<file path="src/rtl/mem_port_arbiter.sv">
// Two-master round-robin arbiter for the shared synchronous memory port.
// Each access is an address phase followed by a response phase; lock allows bounded bursts.
package mem_port_arbiter_pkg;
    typedef enum logic [1:0] {
        MEM_ACCESS_BYTE = 2'd0,
        MEM_ACCESS_HALF = 2'd1,
        MEM_ACCESS_WORD = 2'd2
    } mem_access_t;

    typedef logic [3:0] mem_exception_mask_t;
endpackage

module mem_port_arbiter
    import mem_port_arbiter_pkg::*;
#(
    parameter int unsigned MAX_BURST = 4
) (
    input  logic                clk,
    input  logic                rst,
    input  logic [1:0]          m_req,
    input  logic [1:0]          m_lock,
    input  logic [31:0]         m0_addr,
    input  logic [31:0]         m1_addr,
    input  logic [31:0]         m0_wr_data,
    input  logic [31:0]         m1_wr_data,
    input  logic                m0_wr_ena,
    input  logic                m1_wr_ena,
    input  mem_access_t         m0_access,
    input  mem_access_t         m1_access,
    output logic [1:0]          m_gnt,
    output logic [1:0]          m_done,
    output logic [31:0]         m_rd_data,
    output mem_exception_mask_t m_exception,
    output logic [31:0]         mem_addr,
    output logic [31:0]         mem_wr_data,
    output logic                mem_wr_ena,
    output mem_access_t         mem_access,
    input  logic [31:0]         mem_rd_data,
    input  mem_exception_mask_t mem_exception
);

    typedef enum logic [1:0] {
        IDLE = 2'd0,
        ADDR = 2'd1,
        RESP = 2'd2
    } state_t;

    localparam logic [7:0] BURST_LIM = 8'(MAX_BURST - 1);

    state_t              state;
    logic                owner;
    logic                last_owner;
    logic [7:0]          burst_cnt;
    mem_exception_mask_t exc_q;

    logic own_req;
    logic own_lock;
    logic oth_req;
    logic pick;

    assign own_req  = m_req[owner];
    assign own_lock = m_lock[owner];
    assign oth_req  = m_req[~owner];
    // A lone requester wins; on a tie the master that was not served last wins.
    assign pick     = (m_req == 2'b11) ? ~last_owner : m_req[1];

    // Sequencer: address phase, response phase, then re-arbitrate.
    always_ff @(posedge clk or negedge rst) begin
        if (!rst) begin
            state      <= IDLE;
            owner      <= 1'b0;
            last_owner <= 1'b1;
            burst_cnt  <= 8'd0;
            exc_q      <= '0;
        end else begin
            unique case (state)
                IDLE: begin
                    if (|m_req) begin
                        owner     <= pick;
                        burst_cnt <= 8'd0;
                        state     <= ADDR;
                    end
                end
                ADDR: begin
                    exc_q <= mem_exception;
                    state <= RESP;
                end
                RESP: begin
                    last_owner <= owner;
                    if (own_req && own_lock && burst_cnt < BURST_LIM) begin
                        if (burst_cnt != 8'hFF) begin
                            burst_cnt <= burst_cnt + 8'd1;
                        end
                        state <= ADDR;
                    end else if (oth_req) begin
                        owner     <= ~owner;
                        burst_cnt <= 8'd0;
                        state     <= ADDR;
                    end else if (own_req) begin
                        burst_cnt <= 8'd0;
                        state     <= ADDR;
                    end else begin
                        state <= IDLE;
                    end
                end
                default: state <= IDLE;
            endcase
        end
    end

    // Port muxing and handshake outputs decoded from the sequencer state.
    always_comb begin
        m_gnt       = 2'b00;
        m_done      = 2'b00;
        m_rd_data   = '0;
        m_exception = '0;
        mem_addr    = '0;
        mem_wr_data = '0;
        mem_wr_ena  = 1'b0;
        mem_access  = MEM_ACCESS_WORD;
        unique case (state)
            ADDR: begin
                m_gnt       = owner ? 2'b10 : 2'b01;
                mem_addr    = owner ? m1_addr : m0_addr;
                mem_wr_data = owner ? m1_wr_data : m0_wr_data;
                mem_wr_ena  = owner ? m1_wr_ena : m0_wr_ena;
                mem_access  = owner ? m1_access : m0_access;
            end
            RESP: begin
                m_gnt       = owner ? 2'b10 : 2'b01;
                m_done      = owner ? 2'b10 : 2'b01;
                m_rd_data   = mem_rd_data;
                m_exception = exc_q;
            end
            default: begin
            end
        endcase
    end

endmodule
</file>
<file path="config.mk">
export PLATFORM = sky130hd
export DESIGN_NAME = mem_port_arbiter
export DESIGN_NICKNAME = d
export VERILOG_FILES = /design/src/rtl/mem_port_arbiter.sv
export SDC_FILE = /design/constraint.sdc
export NUM_CORES = 1
export LEC_CHECK = 0
export CORE_AREA = 5 5 106 108
export CTS_CLUSTER_SIZE = 40
export DETAILED_ROUTE_END_ITERATION = 8
export DIE_AREA = 0 0 111 113
export PLACE_DENSITY = 0.76
export SLEW_MARGIN = 20
export SYNTH_ARGS = -nofsm -noshare
export SYNTH_HDL_FRONTEND = slang
export SYNTH_SLANG_ARGS = --single-unit
</file>
<file path="constraint.sdc">
create_clock -name clk -period 1.4 [get_ports clk]
set_input_delay 0.28 -clock clk [delete_from_list [all_inputs] [get_ports clk]]
set_output_delay 0.28 -clock clk [all_outputs]
set_load 0.02 [all_outputs]
</file>
==> flow_summary.toml <==
[finish]
areaGrowthSynthToFinish_pct = 227
nNetsFinal = 757
drive_gt1_share_pct = 61.1
fillCellCount = 717
multi_input_area_um2 = 2790
regArea_um2 = 407
final_cells = 710
antenna-diode-count = 0

[drt]
antenna_left = 0
drcViolationCount = 0
vias = 3144
post_drt_wl_per_cell_um = 19.0
dr.pass1.iters = 4
drt_iter0_markers = 130
drt-total-wl_um = 13500
via_per_inst = 4.43

[sta]
period_minus_slack_ns = 1.88
maxSlewViolCount = 0
setup_violations = 122
rsz0062_at_grt = "yes"
fin_setup_tns_ns = -44.68
fin_skew_ns = 0.00357
tightestPinTransition_ns = 0.353
max_clock_freq_ghz = 0.532
setup_slack_ns = -0.479
maxSlewHeadroom_pct = 76.3
fin_crit_sh_pct = 134
hold_violations = 0

[critical_path]
required_ns = 1.12
r2r_cells = 9
cp-start-kind = "flop"
r2r_end = "owner"
cp.arrival_ns = 1.60
worstPathMaxFanout = 7
critPathKind = "reg -> out"
ff2ff_setup_slack_ns = -0.40
crit_path_end_kind = "primary output"
rr_startpoint = "state[0]"

[floorplanning]
dieArea_um2 = 12500
start_util_pct = 21.2
coreArea_um2 = 10100
row_count = 37
io_pins = 283
die_w_um = 111
die_h_um = 113

[place]
gp_congestion = 0.948
placedCellCount = 677
portBuffers = 282
dpl.hpwl_um = 9850

[synth]
synth_seq_area_share_pct = 18.7
synth-seq-cells = 16
avgSynthCellArea_um2 = 8.49
syn-num-nets = 435
postSynthCellCount = 253
synth_area_um2 = 2150
yosysWarnings = 0
synth_cell_types = 24

[clocking]
clk_latency_ns = 0.25
clk_pin_slew_ns = 0.07
root_buffer = "clkbuf_8"
cts_tree = "yes"
htreeDepth = 1
cts.path.max_buffers = 2
clkSinkCount = 16
cts_made_buffers = 3

[pwr]
p_sw_w = 0.00512
swShare_pct = 40.2
comb_power_share_pct = 90.7
powerDensity_nw_per_um2 = 1810
power.internal_w = 0.00761
seqPwrFrac_pct = 6.1
p_leak_nw = 2.95
vdd_drop_max_uv = 874
clkPwrFrac_pct = 3.3

[grt]
gr-total-overflow = 0
grt_first_pass_wirelength_um = 19200
grt_pass1_vias = 3379
grt.total_usage_pct = 18.9
grt_max_degree = 27
antenna_found_initial = 0

[run_status]
violations = "negative setup slack"
status = "complete, but fails checks"

[run]
maxCapViolations = 0

[min_path]
hold_path.class = "in -> async"
[per-layer routing]
metal	track usage, %	up-vias	wire length, µm	share of wire, %
met4	4.43	0	359	2.7
li1	-	1482	-	-
met5	0	-	0	0
met2	37.1	156	7360	55
met3	4.44	26	883	6.5
met1	20.2	1480	4890	36
[Yosys cell counts]
| cell type | number | share of area (%) |
|---|---|---|
| mux2i_1 | 68 | 32 |
| inv_1 | 4 | 0.70 |
| buf_4 | 8 | 2.8 |
| and2_1 | 44 | 13 |
| a31oi_1 | 2 | 0.58 |
| nor4_1 | 1 | 0.29 |
| nor4b_1 | 1 | 0.41 |
| ha_1 | 6 | 3.5 |
| a21o_1 | 1 | 0.35 |
| clkbuf_1 | 11 | 1.9 |
| o211ai_1 | 1 | 0.35 |
| mux2_2 | 4 | 2.1 |
| o21ai_0 | 4 | 0.93 |
| nand3_1 | 1 | 0.23 |
| nor2b_1 | 67 | 20 |
| and3b_1 | 1 | 0.41 |
| and3_1 | 1 | 0.29 |
| buf_2 | 1 | 0.23 |
| dfrtp_1 | 15 | 17 |
| nor2_1 | 2 | 0.35 |
| a21oi_1 | 2 | 0.47 |
| nand2_1 | 6 | 1.0 |
| dfstp_2 | 1 | 1.2 |
| o22ai_1 | 1 | 0.29 |
[worst max-delay path by stage]
stage          startpoint              to  slack (ns)  depth (start not counted)
5_1_grt             owner   mem_access[1]       -0.53                          4
4_1_cts             owner    mem_addr[28]       -0.60                          4
2_1_floorplan    state[0]           owner       -0.04                          6
3_3_place_gp     state[1]  mem_wr_data[1]       -0.59                          5
3_5_place_dp     state[1]  mem_wr_data[1]       -0.62                          5
6_report            owner  mem_wr_data[5]       -0.48                          5
[worst max-delay path, stage by stage, from the launching register on]
cell and delay, ns:
dfrtp_4 0.56, buf_8 0.18, clkbuf_16 0.17, mux2i_4 0.19
nor2b_4 0.12, buf_6 0.12
[through the flow]
stage          hold slack [ns]  power (W)  utilization, %  setup WS, ns  area [µm²]
2_1_floorplan          -0.0156    0.00607               -       -0.0447        2810
3_3_place_gp             0.470    0.00898            57.6        -0.592        5840
3_5_place_dp             0.472    0.00913            57.6        -0.621        5840
4_1_cts                  0.353     0.0110            63.9        -0.597        6480
5_1_grt                  0.361     0.0133            69.2        -0.534        7020
6_report                 0.340     0.0127            69.2        -0.479        7020
[registers in the layout, indices dropped and copies added, names as in the netlist]
name / count
burst_cnt: 8
exc_q: 4
state: 2
last_owner: 1
owner: 1
[repair_timing]
action | CTS | global route
hold buffers | 0 | 0
setup endpoints to repair | 117 | 118
cloned | 7 | 6
buffers inserted | 10 | 11
gates resized for setup | 506 | 248
pin swaps | 7 | 6
[cells in the final DEF, fill, tap and decap left out, drive strengths merged, types with 2 or more instances in the layout]
cell type,netlist,final
and2,44,44
o21ai,4,4
dfrtp,15,15
nor2b,67,67
mux2,4,4
ha,6,6
nor2,2,2
clkdlybuf4s50,0,175
a31oi,2,2
nand2,6,6
inv,4,4
mux2i,68,68
clkbuf,11,21
buf,9,144
a21oi,2,2
[layout make-up]
cell class,count,share of cell area [%]
Clock buffer,4,0.784
Tap cell,136,2.42
Inverter,4,0.214
Timing Repair Buffer,337,51.0
Sequential cell,16,5.79
Multi-Input combinational cell,213,39.8
[power groups by stage]
stage	Sequential, W	Combinational, W	Clock [W]
after floorplan	0.000674	0.00540	0
after global placement	0.000744	0.00824	0
after detailed placement	0.000757	0.00837	0
after CTS	0.000773	0.00977	0.000427
after global routing	0.000790	0.0120	0.000451
final	0.000771	0.0115	0.000419
[kinds of logic after synthesis]
kind of cell               share of synthesized area [%]
and+or+nand+nor                                     35.4
DFF                                                 18.7
adders and majority gates                           3.50
muxes                                               33.8
AOI/OAI and AO/OA                                   2.97
buffers and inverters                               5.65
No activity file was read; power rests on OpenSTA's default activity.
